### src/rtl/wb_port_arbiter.sv
// Shares one register-file write port between the unbuffered ALU writeback and a buffered load-return FIFO.
// Optional build macro WB_R0_DISCARD_EN: granted requests targeting register 0 are consumed without a write strobe.
module wb_port_arbiter #(
    parameter int unsigned DATA_W = 32,
    parameter int unsigned SEL_W  = 4,
    parameter int unsigned DEPTH  = 2
) (
    input  logic              clk,
    input  logic              rst_n,
    input  logic              a_valid,
    output logic              a_ready,
    input  logic [SEL_W-1:0]  a_sel,
    input  logic [DATA_W-1:0] a_data,
    input  logic              m_valid,
    output logic              m_ready,
    input  logic [SEL_W-1:0]  m_sel,
    input  logic [DATA_W-1:0] m_data,
    output logic              wr_en,
    output logic [SEL_W-1:0]  wr_sel,
    output logic [DATA_W-1:0] wr_data,
    output logic              busy
);

    localparam int unsigned PTR_W = (DEPTH > 1) ? $clog2(DEPTH) : 1;
    localparam int unsigned CNT_W = $clog2(DEPTH + 1);

    typedef struct packed {
        logic [SEL_W-1:0]  sel;
        logic [DATA_W-1:0] data;
    } wb_req_t;

    wb_req_t           mem_q [DEPTH];
    logic [PTR_W-1:0]  rd_ptr_q, rd_ptr_d;
    logic [PTR_W-1:0]  wr_ptr_q, wr_ptr_d;
    logic [CNT_W-1:0]  count_q, count_d;
    logic              last_alu_q, last_alu_d;
    logic              wr_en_q, wr_en_d;
    logic [SEL_W-1:0]  wr_sel_q, wr_sel_d;
    logic [DATA_W-1:0] wr_data_q, wr_data_d;

    logic    full, head_v, push, pop;
    logic    grant_alu, grant_fifo;
    wb_req_t winner;

    assign full    = (count_q == CNT_W'(DEPTH));
    assign head_v  = (count_q != '0);
    assign m_ready = ~full;
    assign push    = m_valid & ~full;
    assign pop     = grant_fifo;
    assign a_ready = grant_alu;
    assign busy    = head_v;
    assign wr_en   = wr_en_q;
    assign wr_sel  = wr_sel_q;
    assign wr_data = wr_data_q;

    // Round-robin between ALU and FIFO head; a full FIFO overrides fairness.
    always_comb begin
        grant_alu  = 1'b0;
        grant_fifo = 1'b0;
        if (full) begin
            grant_fifo = 1'b1;
        end else if (head_v && a_valid) begin
            if (last_alu_q) grant_fifo = 1'b1;
            else            grant_alu  = 1'b1;
        end else if (a_valid) begin
            grant_alu = 1'b1;
        end else if (head_v) begin
            grant_fifo = 1'b1;
        end
    end

    always_comb begin
        winner = grant_fifo ? mem_q[rd_ptr_q] : wb_req_t'{sel: a_sel, data: a_data};
    end

    // Pointer, count, fairness and output-stage next state.
    always_comb begin
        rd_ptr_d   = rd_ptr_q;
        wr_ptr_d   = wr_ptr_q;
        count_d    = count_q;
        last_alu_d = last_alu_q;
        wr_en_d    = 1'b0;
        wr_sel_d   = wr_sel_q;
        wr_data_d  = wr_data_q;

        if (push) wr_ptr_d = wr_ptr_q + PTR_W'(1);
        if (pop)  rd_ptr_d = rd_ptr_q + PTR_W'(1);
        unique case ({push, pop})
            2'b10:   count_d = count_q + CNT_W'(1);
            2'b01:   count_d = count_q - CNT_W'(1);
            default: count_d = count_q;
        endcase

        if (grant_alu)  last_alu_d = 1'b1;
        if (grant_fifo) last_alu_d = 1'b0;

        if (grant_alu || grant_fifo) begin
`ifdef WB_R0_DISCARD_EN
            if (winner.sel != '0) begin
                wr_en_d   = 1'b1;
                wr_sel_d  = winner.sel;
                wr_data_d = winner.data;
            end
`else
            wr_en_d   = 1'b1;
            wr_sel_d  = winner.sel;
            wr_data_d = winner.data;
`endif
        end
    end

    always_ff @(posedge clk or negedge rst_n) begin
        if (!rst_n) begin
            rd_ptr_q   <= '0;
            wr_ptr_q   <= '0;
            count_q    <= '0;
            last_alu_q <= 1'b0;
            wr_en_q    <= 1'b0;
            wr_sel_q   <= '0;
            wr_data_q  <= '0;
        end else begin
            rd_ptr_q   <= rd_ptr_d;
            wr_ptr_q   <= wr_ptr_d;
            count_q    <= count_d;
            last_alu_q <= last_alu_d;
            wr_en_q    <= wr_en_d;
            wr_sel_q   <= wr_sel_d;
            wr_data_q  <= wr_data_d;
        end
    end

    // Storage needs no reset: entries are only read while counted valid.
    always_ff @(posedge clk) begin
        if (push) mem_q[wr_ptr_q] <= wb_req_t'{sel: m_sel, data: m_data};
    end

endmodule

### config.mk
export PLATFORM = sky130hd
export DESIGN_NAME = wb_port_arbiter
export DESIGN_NICKNAME = d
export VERILOG_FILES = /design/src/rtl/wb_port_arbiter.sv
export SDC_FILE = /design/constraint.sdc
export NUM_CORES = 1
export LEC_CHECK = 0
export ABC_AREA = 1
export BUFFER_PORTS_ARGS = -buffer_cell sky130_fd_sc_hd__buf_2
export CAP_MARGIN = 20
export CORE_ASPECT_RATIO = 0.5
export CORE_MARGIN = 2
export CORE_UTILIZATION = 57
export CTS_BUF_LIST = sky130_fd_sc_hd__clkbuf_16
export CTS_CLUSTER_DIAMETER = 60
export CTS_CLUSTER_SIZE = 24
export DETAILED_ROUTE_END_ITERATION = 7
export PLACE_DENSITY = 0.95
export SLEW_MARGIN = 20
export SYNTH_ARGS = -nofsm -noshare
export SYNTH_HDL_FRONTEND = slang
export SYNTH_SLANG_ARGS = --single-unit
export TNS_END_PERCENT = 5
### constraint.sdc
create_clock -name clk -period 4.5 [get_ports clk]
set_input_delay 0.45 -clock clk [delete_from_list [all_inputs] [get_ports clk]]
set_output_delay 0.45 -clock clk [all_outputs]
set_load 0.02 [all_outputs]
After elaboration in Yosys (flattened, before gate mapping)
Memory sizes are Yosys's and may differ from the RTL's.
Index checks and enable logic that the tools add are counted.
{"block": "op_classes", "bitwise_logic": 2, "addsub": 4, "mux": 16, "n_eq_ne": 3, "reduce_logical": 5}
{"cell": "2-to-1 mux 36 bit", "n": 1}
{"cell": "2-to-1 mux 1 bit", "n": 14}
{"cell": "nonzero test 2 bit", "n": 3}
{"cell": "== test 2 bit, second input constant", "n": 2}
{"cell": "case mux 2 bit (2 select lines)", "n": 1}
{"cell": "adder 1 bit, second input constant", "n": 2}
{"cell": "adder 2 x 1 -> 2 bit, second input constant", "n": 1}
{"cell": "== test 2 x 1 -> 1 bit, second input constant", "n": 1}
{"cell": "subtractor 2 x 1 -> 2 bit, second input constant", "n": 1}
{"cell": "bitwise AND 1 bit", "n": 1}
{"cell": "logical AND 1 bit", "n": 1}
{"cell": "logical OR 1 bit", "n": 1}
{"cell": "NOT 1 bit", "n": 1}
{"block": "totals", "regBits": 42, "in_bits": 76, "memories": 1, "wordCells": 38, "output_inout_bits": 40, "mem_bits_rw": 72}
{"memory": "mem_q", "words": 2, "word_bits": 36, "read_ports": 1, "rd_clocked_by_memory_dff": 0, "wr": 1, "line": "32", "text": "wb_req_t mem_q [DEPTH];"}

Longest topological paths before layout
Gate-level depths: netlist (run 1).
{"block": "logic_depth", "ltp_word": 7, "depth_mapped": 10, "ltp_nobuf": 8}

Worst setup path after synthesis (run 1)
Ideal clock, no wire load.
{"block": "synth_path", "path_type": "register to register", "from": "register count_q[0]", "to": "memory mem_q[1][0] in the netlist's numbering (enable)", "path_buffers": 1, "arrival_ns": 2.380, "path_slack_ns": 1.690, "required_time_ns": 4.069, "path_stages_with_launch": 6, "period_less_slack_ns": 2.810, "path_cell_list": "dfrtp_1 > buf_6 > inv_1 > nand2_1 > nand2_1 > nor2_1"}
{"block": "synth_via", "elab_chain_cells": 5}
{"element": "from (decl)", "line": "35", "text": "logic [CNT_W-1:0] count_q, count_d;"}
{"element": "from (signal assigned)", "line": "124", "text": "count_q <= count_d;"}
{"element": "== test 2 bit", "line": "45", "text": "assign full = (count_q == CNT_W'(DEPTH));"}
{"element": "NOT 1 bit"}
{"element": "net m_ready", "line": "15", "text": "output logic m_ready,"}
{"element": "bitwise AND 1 bit", "line": "48", "text": "assign push = m_valid & ~full;"}
{"element": "2-to-1 mux 1 bit", "line": "134", "text": "if (push) mem_q[wr_ptr_q] <= wb_req_t'{sel: m_sel, data: m_data};"}
{"element": "2-to-1 mux 1 bit (not written as such)", "line": "134"}
{"element": "to (decl)", "line": "32"}
The timed path passes the listed nets, and every way through them passes these cells.

Final worst setup path (run 1)
{"block": "layout_path", "from": "register count_q[0]", "to": "register count_q[1]"}
{"block": "layout_via", "elab_chain_cells": 7}
{"element": "nonzero test 2 bit", "line": "46", "text": "assign head_v = (count_q != '0);"}
{"element": "2-to-1 mux 1 bit", "line": "67", "text": "end else if (head_v) begin"}
{"element": "2-to-1 mux 1 bit", "line": "65", "text": "end else if (a_valid) begin"}
{"element": "2-to-1 mux 1 bit", "line": "62", "text": "end else if (head_v && a_valid) begin"}
{"element": "2-to-1 mux 1 bit", "line": "60", "text": "if (full) begin"}
{"element": "== test 2 x 1 -> 1 bit / == test 2 bit (equally long branches)", "line": "88", "text": "unique case ({push, pop})"}
{"element": "case mux 2 bit (2 select lines) / nonzero test 2 bit (equally long branches)"}
Parallel ways exist; a longest one is shown, timed or not.
A chain may end at the register's enable or synchronous reset.

==> results of run 1 <==
-- state kept, by name (all words and copies together) (netlist names) --
| name | cells |
|---|---|
| wr_ptr_q | 1 |
| wr_data | 32 |
| wr_en | 1 |
| rd_ptr_q | 1 |
| wr_sel | 4 |
| mem_q | 72 |
| count_q | 2 |
| last_alu_q | 1 |
-- cell type report --
type / instances / area [um^2] / share of cell area
sequential: 114 / 3210 / 0.536
multi-input combinational: 283 / 1210 / 0.203
timing repair buffer: 119 / 646 / 0.108
clock buffer: 17 / 425 / 0.0710
clock inverter: 15 / 198 / 0.0330
inverter: 41 / 154 / 0.0257
tap: 112 / 140 / 0.0234
-- logic make-up (layout without fill, tap and decap cells) --
| family | after synthesis | count (layout) | share of synthesized area |
|---|---|---|---|
| xor+xnor | 3 | 3 | 0.00558 |
| flops | 114 | 114 | 0.682 |
| simple gates | 275 | 275 | 0.242 |
| fa+ha+maj | 1 | 1 | 0.00266 |
| buf+inv | 64 | 192 | 0.0630 |
| compound gates | 4 | 4 | 0.00425 |
-- worst reg2reg max path, stage by stage (launching register included) --
cell	delay [ns]
dfrtp_1	0.52
nand3_2	0.31
nand2_2	0.71
inv_2	0.45
ha_1	0.47
a21oi_1	0.13
nand2_1	0.09
xnor2_1	0.13
-- layout by cell type (no fill, tap or decap) --
cell        instances
nor2_1              1
nand2_2             1
xor2_1              1
nand2_1           196
clkbuf_16          17
bufinv_16           5
xnor2_1             2
buf_2             115
clkinv_1            4
buf_4               2
buf_16              2
ha_1                1
nor2_4              3
inv_1              39
nand3_2             1
nand3_1            72
a21oi_1             4
inv_2               4
clkinvlp_4          2
clkinv_2            2
edfxtp_1           72
or2_2               1
dfrtp_1            42
-- power groups by stage --
stage | Sequential (mW) | Combinational, mW | Clock [mW]
after floorplan | 1.85 | 0.943 | 0
after global routing | 1.69 | 1.82 | 1.49
final | 1.66 | 1.66 | 1.43
after global placement | 1.64 | 1.49 | 0
after detailed placement | 1.66 | 1.55 | 0
after CTS | 1.65 | 1.58 | 1.43
-- worst max-delay path by stage --
stage	startpoint	end	slack, ns	depth (start not counted)
3_3_place_gp	a_valid	count_q[1]	1.83	8
4_1_cts	count_q[0]	count_q[1]	1.62	7
6_report	count_q[0]	count_q[1]	1.58	7
5_1_grt	count_q[0]	count_q[1]	1.40	7
2_1_floorplan	count_q[0]	mem_q[1][0]	1.69	5
3_5_place_dp	count_q[0]	count_q[1]	1.67	7
-- metal layers --
metal | up-vias | share of wire
met5 | - | 0
met4 | 0 | 0.032
met3 | 50 | 0.088
met2 | 256 | 0.49
met1 | 1761 | 0.39
li1 | 1731 | -
==> out/summary.txt, run 1 <==
library cells used by synthesis: 19
Post-Synthesis Net Count: 538
Core Region: 8000 um^2
WP data required: 4.80 ns
synthesized flop and latch total: 114
Worst Setup Start Kind: register
GR Util met1: 0.312
synth cell count leaders: 196 x nand2_1, 72 x edfxtp_1, 72 x nand3_1
I/O pins: 116
fmax: 342 MHz
worst-margin pin slew: 0.987 ns
Die Height: 68.3 um
post-detailed-route DRC marker count: 0
num rows: 23
Fin Clk Skew: 0.0126 ns
global-route wire length before repair: 17200 um
Final nets: 653
CP max FO: 38
met2 GRT Util: 0.440
cells along the critical path: nand3_2 > nand2_2 > inv_2 > ha_1 > a21oi_1 > nand2_1 > xnor2_1
top post-synthesis cells by area: edfxtp_1 46%, dfrtp_1 22%, nand2_1 16%
Setup TNS Final: 0 ns
Main synth FF type: edfxtp_1
IO buf count: 115
GRT Max-Usage Layer: met2
hold-fix buffers at CTS: 0
Routed WL: 12100 um
crit share post-route: 0.649
Rel. slew slack: 0.342
TritonCTS clock tree: built
vias in the first global route: 3480
crit end category: register
GRT Overall Usage: 0.256
Fillers: 507
Pwr Total: 4.75 mW
Gate power share: 0.350
Cell Area, Synth: 4710 um^2
met3 global-route usage: 0.0719
Die ar.: 9050 um^2
CP max stage delay: 0.70 ns
post-DP HPWL: 6380 um
reg-to-reg startpoint: count_q[0]
Syn-to-layout area delta: 27.2%
RSZ-0062 raised after global routing: no
share of cells above drive strength 1: 0.263
worst skew pair latency: 0.42 ns
total CTS buffers: 17
Clock Power Share: 0.301
FF-to-FF setup slack: 1.58 ns
post-CTS setup buffers: 0
Int Power: 2.96 mW
shortest period the worst path allows: 2.92 ns
status: completed
clk sinks: 114
antenna violations before repair: 0
CP max-delay cell: nand2_2
routed length per instance: 17.3 um
Synth area leader: edfxtp_1
Worst-path clk slew: 0.06 ns
pwr dens: 793 nW/um^2
Seq/Total Area, Yosys: 0.682
post-layout util: 0.749
H-tree Lvls: 4
Worst Hold Class: in2async
Synth Instances: 461
Final Max Tran Viols: 0
Syn Area/Cell: 10.2 um^2
post-route setup slack: 1.58 ns
Lkg Pwr: 2.88 nW
number of DRC markers in iteration 0: 482
Yosys top cell area share: 0.459
Resized Gates After CTS: 0
Vias: 3798
dpl ws: 1.67 ns
Worst path top cell family by delay: simple AND/OR/NAND/NOR gates
final global-route overflow total: 0
Max Cap Viol: 0
hold_ws: 0.201 ns
number of iterations in the first detailed-routing pass: 5
post-synthesis async set-or-reset flop share: 0.368
Final ANT Viol Nets: 0
die width: 133 um
Flop pwr share: 0.349
Initial Util: 0.589
Hold Violations, Final: 0
Worst VDD drop: 0.412 mV
largest net degree at the start of global routing: 43
CTS Root Buffer Type: clkbuf_16
crit path kind: reg2reg
area post-placement: 5310 um^2
Ant. Diodes: 0
Worst Path Arrival: 3.22 ns
Placed Instances: 667
post-route cell area: 5990 um^2
CTS Buffer Depth: 2
Switching Power: 1.79 mW
Yosys Warn Count: 0
CP bufs+invs: 1
Worst R2R End: count_q[1]
final non-filler cell total: 701
Sw Ratio: 0.377
Via density: 5.42
R2R depth: 7
most frequent cell after synthesis: nand2_1
Final GP Congestion: 0.759
EDFF count, synth: 72
Setup Viol. Count Final: 0
(Power assumes the default switching activity.)
==> inputs of run 2 (changes only) <==
CORE_UTILIZATION = 48   (was 57)
PLACE_DENSITY = 0.88   (was 0.95)
clock period = 2.6 ns   (was 4.5 ns; I/O delays follow)
==> out/summary.txt, run 2 (same netlist as run 1, synthesis figures left out) <==
status: completed
post-detailed-route DRC marker count: 0
hold-fix buffers at CTS: 0
Worst Hold Class: in2reg
Worst-path clk slew: 0.05 ns
antenna violations before repair: 1
Core Region: 9480 um^2
Ant. Diodes: 0
Die ar.: 10700 um^2
shortest period the worst path allows: 2.04 ns
post-DP HPWL: 6960 um
GRT Overall Usage: 0.225
number of iterations in the first detailed-routing pass: 7
I/O pins: 116
clk sinks: 114
Lkg Pwr: 2.84 nW
H-tree Lvls: 4
IO buf count: 115
Syn-to-layout area delta: 24.6%
pwr dens: 1290 nW/um^2
share of cells above drive strength 1: 0.259
hold_ws: 0.0394 ns
commonest non-fill, non-tap cells in the layout: 196 x nand2_1, 114 x buf_2, 72 x nand3_1, 72 x edfxtp_1, 43 x inv_1
Fin Clk Skew: 0.00581 ns
CTS Root Buffer Type: clkbuf_16
Largest Register: mem_q
final global-route overflow total: 0
WP data required: 2.89 ns
routed length per instance: 15.6 um
CP max FO: 27
Max Cap Viol: 0
Rel. slew slack: 0.553
Routed WL: 11400 um
Worst Path Arrival: 2.33 ns
RSZ-0062 raised after global routing: no
number of DRC markers in iteration 0: 448
num rows: 25
global-route wire length before repair: 17500 um
Via density: 5.10
Worst Setup Start Kind: register
die width: 144 um
Final nets: 655
worst-margin pin slew: 0.670 ns
Worst VDD drop: 0.700 mV
Resized Gates After CTS: 0
Final Max Tran Viols: 0
Setup Viol. Count Final: 0
Die Height: 74.0 um
crit end category: register
max reg flops: 72
commonest non-fill, non-tap cell in the layout: nand2_1
crit share post-route: 0.786
Vias: 3706
Final GP Congestion: 0.806
fmax: 489 MHz
CTS Buffer Depth: 2
TritonCTS clock tree: built
worst skew pair latency: 0.41 ns
largest net degree at the start of global routing: 43
crit path kind: reg2reg
vias in the first global route: 3586
post-CTS setup buffers: 0
post-layout util: 0.619
Initial Util: 0.497
Final ANT Viol Nets: 0
total CTS buffers: 17
Hold Violations, Final: 0
-- run 2: cell count changes in the layout (fill, tap and decap cells not counted) --
| cell | delta |
|---|---|
| buf_2 | -1 |
| inv_1 | +4 |
| buf_16 | -2 |
| dlygate4sd3_1 | +1 |
| clkinvlp_4 | -1 |
| clkinv_2 | +3 |
| buf_4 | +4 |
| clkinv_1 | -1 |
| bufinv_16 | -5 |
-- run 2: final timing paths --
| check | start | endpoint | slack, ns | depth (start not counted) |
|---|---|---|---|---|
| worst max-delay path | count_q[0] | count_q[1] | 0.56 | 8 |
| worst min-delay path | m_data[24] | mem_q[0][24] | 0.04 | 1 |
| worst max register to register | count_q[0] | count_q[1] | 0.56 | 8 |
| worst min register to register | wr_data[30] | wr_data[30] | 0.47 | 2 |
| max in group asynchronous | rst_n | wr_data[5] | 1.81 | 2 |
| min in group asynchronous | rst_n | wr_data[21] | 0.40 | 2 |
-- run 2: critical path: stages, from the launching register on --
cell	delay (ns)
dfrtp_1	0.52
nor2_4	0.06
inv_2	0.20
nand2_2	0.09
inv_2	0.37
ha_1	0.34
a21oi_1	0.13
nand2_1	0.08
xnor2_1	0.12
-- run 2: layout make-up --
type | instances | area (um^2)
tap | 135 | 169
multi-input combinational | 283 | 1210
inverter | 41 | 154
clock buffer | 17 | 425
sequential | 114 | 3210
fill | 677 | 3610
timing repair buffer | 121 | 626
clock inverter | 15 | 66.3
-- run 2: metrics by stage --
step | setup TNS, ns | cell area (um^2) | power, mW | setup WS, ns | std cells
floorplan | -7.20 | 4710 | 4.83 | -0.200 | 461
global placement | 0 | 5360 | 5.48 | 0.682 | 693
detailed placement | 0 | 5360 | 5.63 | 0.590 | 693
CTS | 0 | 5860 | 7.57 | 0.581 | 725
global route | 0 | 5870 | 8.00 | 0.436 | 726
finish | 0 | 5870 | 7.55 | 0.555 | 726
-- run 2: layer usage --
| layer | global-route usage | wire length [um] | share of wire | up-vias |
|---|---|---|---|---|
| met5 | 0 | 7 | 0.00062 | - |
| met4 | 0.124 | 405 | 0.036 | 2 |
| met3 | 0.0670 | 746 | 0.066 | 36 |
| met2 | 0.375 | 5730 | 0.50 | 177 |
| met1 | 0.269 | 4470 | 0.39 | 1766 |
| li1 | - | - | - | 1725 |
-- run 2: where the power goes --
part	switching, mW	leakage [nW]	internal [mW]	total, mW
clock	0.738	0.266	1.17	1.91
sequential	0.274	1.16	2.59	2.86
combinational	1.96	1.41	0.827	2.78
==> inputs of run 3 (changes only) <==
CORE_UTILIZATION = 53   (was 48)
PLACE_DENSITY = 0.91   (was 0.88)
clock period = 2.1 ns   (was 2.6 ns; I/O delays follow)
==> out/summary.txt, run 3 (same netlist as run 1, synthesis figures left out) <==
Worst R2R End: mem_q[1][5]
Switching Power: 4.16 mW
Final ANT Viol Nets: 0
shortest period the worst path allows: 1.74 ns
Worst Setup Start Kind: register
Die Height: 70.7 um
reg-to-reg startpoint: count_q[0]
Worst VDD drop: 0.757 mV
Via density: 5.91
post-DP HPWL: 7420 um
Top cell by count, worst path: nand2_1
area post-placement: 5390 um^2
post-route cell area: 6250 um^2
Largest Register: mem_q
H-tree Lvls: 4
CP max FO: 33
TritonCTS clock tree: built
final global-route overflow total: 0
post-route setup slack: 0.356 ns
GRT Overall Usage: 0.332
Flop pwr share: 0.360
RSZ-0062 raised after global routing: no
Final nets: 692
vias in the first global route: 4300
Rel. slew slack: 0.523
crit end category: register
FF-to-FF setup slack: 0.36 ns
antenna violations before repair: 0
Final Max Tran Viols: 0
fmax: 574 MHz
Initial Util: 0.543
WP data required: 2.20 ns
Hold EP: mem_q[1][33]
largest net degree at the start of global routing: 43
Clock Power Share: 0.258
post-CTS setup buffers: 0
Ant. Diodes: 0
Vias: 4404
Final GP Congestion: 0.782
Routed WL: 15400 um
cells along the critical path: inv_1 > nand2_1 > nand2_1 > nor2_4 > buf_12
hold_ws: 0.0215 ns
number of iterations in the first detailed-routing pass: 6
number of DRC markers in iteration 0: 818
Worst-path clk slew: 0.05 ns
crit path kind: reg2reg
R2R depth: 5
WHS Path Cells: 1
global-route wire length before repair: 23600 um
status: completed
num rows: 24
Pwr Total: 10.1 mW
Max Cap Viol: 0
share of cells above drive strength 1: 0.248
Resized Gates After CTS: 0
total CTS buffers: 17
routed length per instance: 20.6 um
Worst path top cell family by delay: simple AND/OR/NAND/NOR gates
die width: 137 um
commonest non-fill, non-tap cells in the layout: 196 x nand2_1, 115 x buf_2, 72 x nand3_1, 72 x edfxtp_1, 42 x dfrtp_1
max reg flops: 72
dpl ws: 0.397 ns
I/O pins: 116
Hold Violations, Final: 0
CTS Buffer Depth: 2
Gate power share: 0.381
Syn-to-layout area delta: 32.8%
pwr dens: 1610 nW/um^2
Lkg Pwr: 3.01 nW
commonest non-fill, non-tap cell in the layout: nand2_1
CTS Root Buffer Type: clkbuf_16
worst skew pair latency: 0.42 ns
Fin Clk Skew: 0.0139 ns
Worst Path Arrival: 1.85 ns
Worst Hold Class: in2reg
Die ar.: 9700 um^2
CP bufs+invs: 2
IO buf count: 115
crit share post-route: 0.830
Core Region: 8680 um^2
Setup Viol. Count Final: 0
worst-margin pin slew: 0.714 ns
clk sinks: 114
hold_sp: m_sel[1]
Sw Ratio: 0.413
post-detailed-route DRC marker count: 0
CP max-delay cell: dfrtp_1
hold-fix buffers at CTS: 34
CP max stage delay: 0.52 ns
Int Power: 5.91 mW
## run 3: cell count changes in the layout (fill, tap and decap cells not counted)
| cell | change |
|---|---|
| dlygate4sd3_1 | +34 |
| buf_12 | +2 |
| clkinv_1 | +2 |
| inv_1 | -2 |
| buf_2 | +1 |
| bufinv_16 | +1 |
| clkinvlp_4 | -1 |
## run 3: cell type report
cell class | instances | area (um^2)
clock buffers | 17 | 425
clock inverters | 15 | 88.8
fillers | 512 | 2420
inverters | 41 | 154
multi-input cells | 283 | 1210
flip-flops and latches | 114 | 3210
well taps | 117 | 146
repair buffers | 158 | 1010
## run 3: per-layer routing
| layer | wire length (um) | global-route usage | vias to the layer above | part of all wire |
|---|---|---|---|---|
| li1 | - | - | 1800 | - |
| met4 | 1210 | 0.204 | 0 | 0.078 |
| met5 | 0 | 0 | - | 0 |
| met3 | 1730 | 0.106 | 135 | 0.11 |
| met1 | 5340 | 0.410 | 2032 | 0.35 |
| met2 | 7110 | 0.518 | 437 | 0.46 |
## run 3: worst max path at each step
stage,from,to,cells past startpoint
6_report,count_q[0],mem_q[1][5],5
2_1_floorplan,count_q[0],mem_q[1][0],5
4_1_cts,count_q[0],a_ready,5
3_5_place_dp,count_q[0],count_q[1],7
3_3_place_gp,count_q[0],count_q[1],7
5_1_grt,count_q[0],count_q[1],7
## run 3: per-stage QoR
stage	cells	setup TNS, ns	utilization
finish	745	0	0.721
global route	745	0	0.721
CTS	744	0	0.719
detailed placement	678	0	0.621
global placement	678	0	0.621
floorplan	461	-8.44	-
## run 3: worst reg2reg max path, delay by kind of cell, from the launching register on
family | cells | cell delay [ns]
buffers and inverters | 2 | 0.34
flip-flops | 1 | 0.52
AND/OR/NAND/NOR | 3 | 0.57
## run 3: power groups by stage
stage	Clock, mW	Sequential, mW	Combinational (mW)
after global routing	2.71	3.65	4.10
after detailed placement	0	3.56	3.49
final	2.60	3.63	3.84
after floorplan	0	3.95	2.03
after CTS	2.51	3.56	3.64
after global placement	0	3.52	3.29
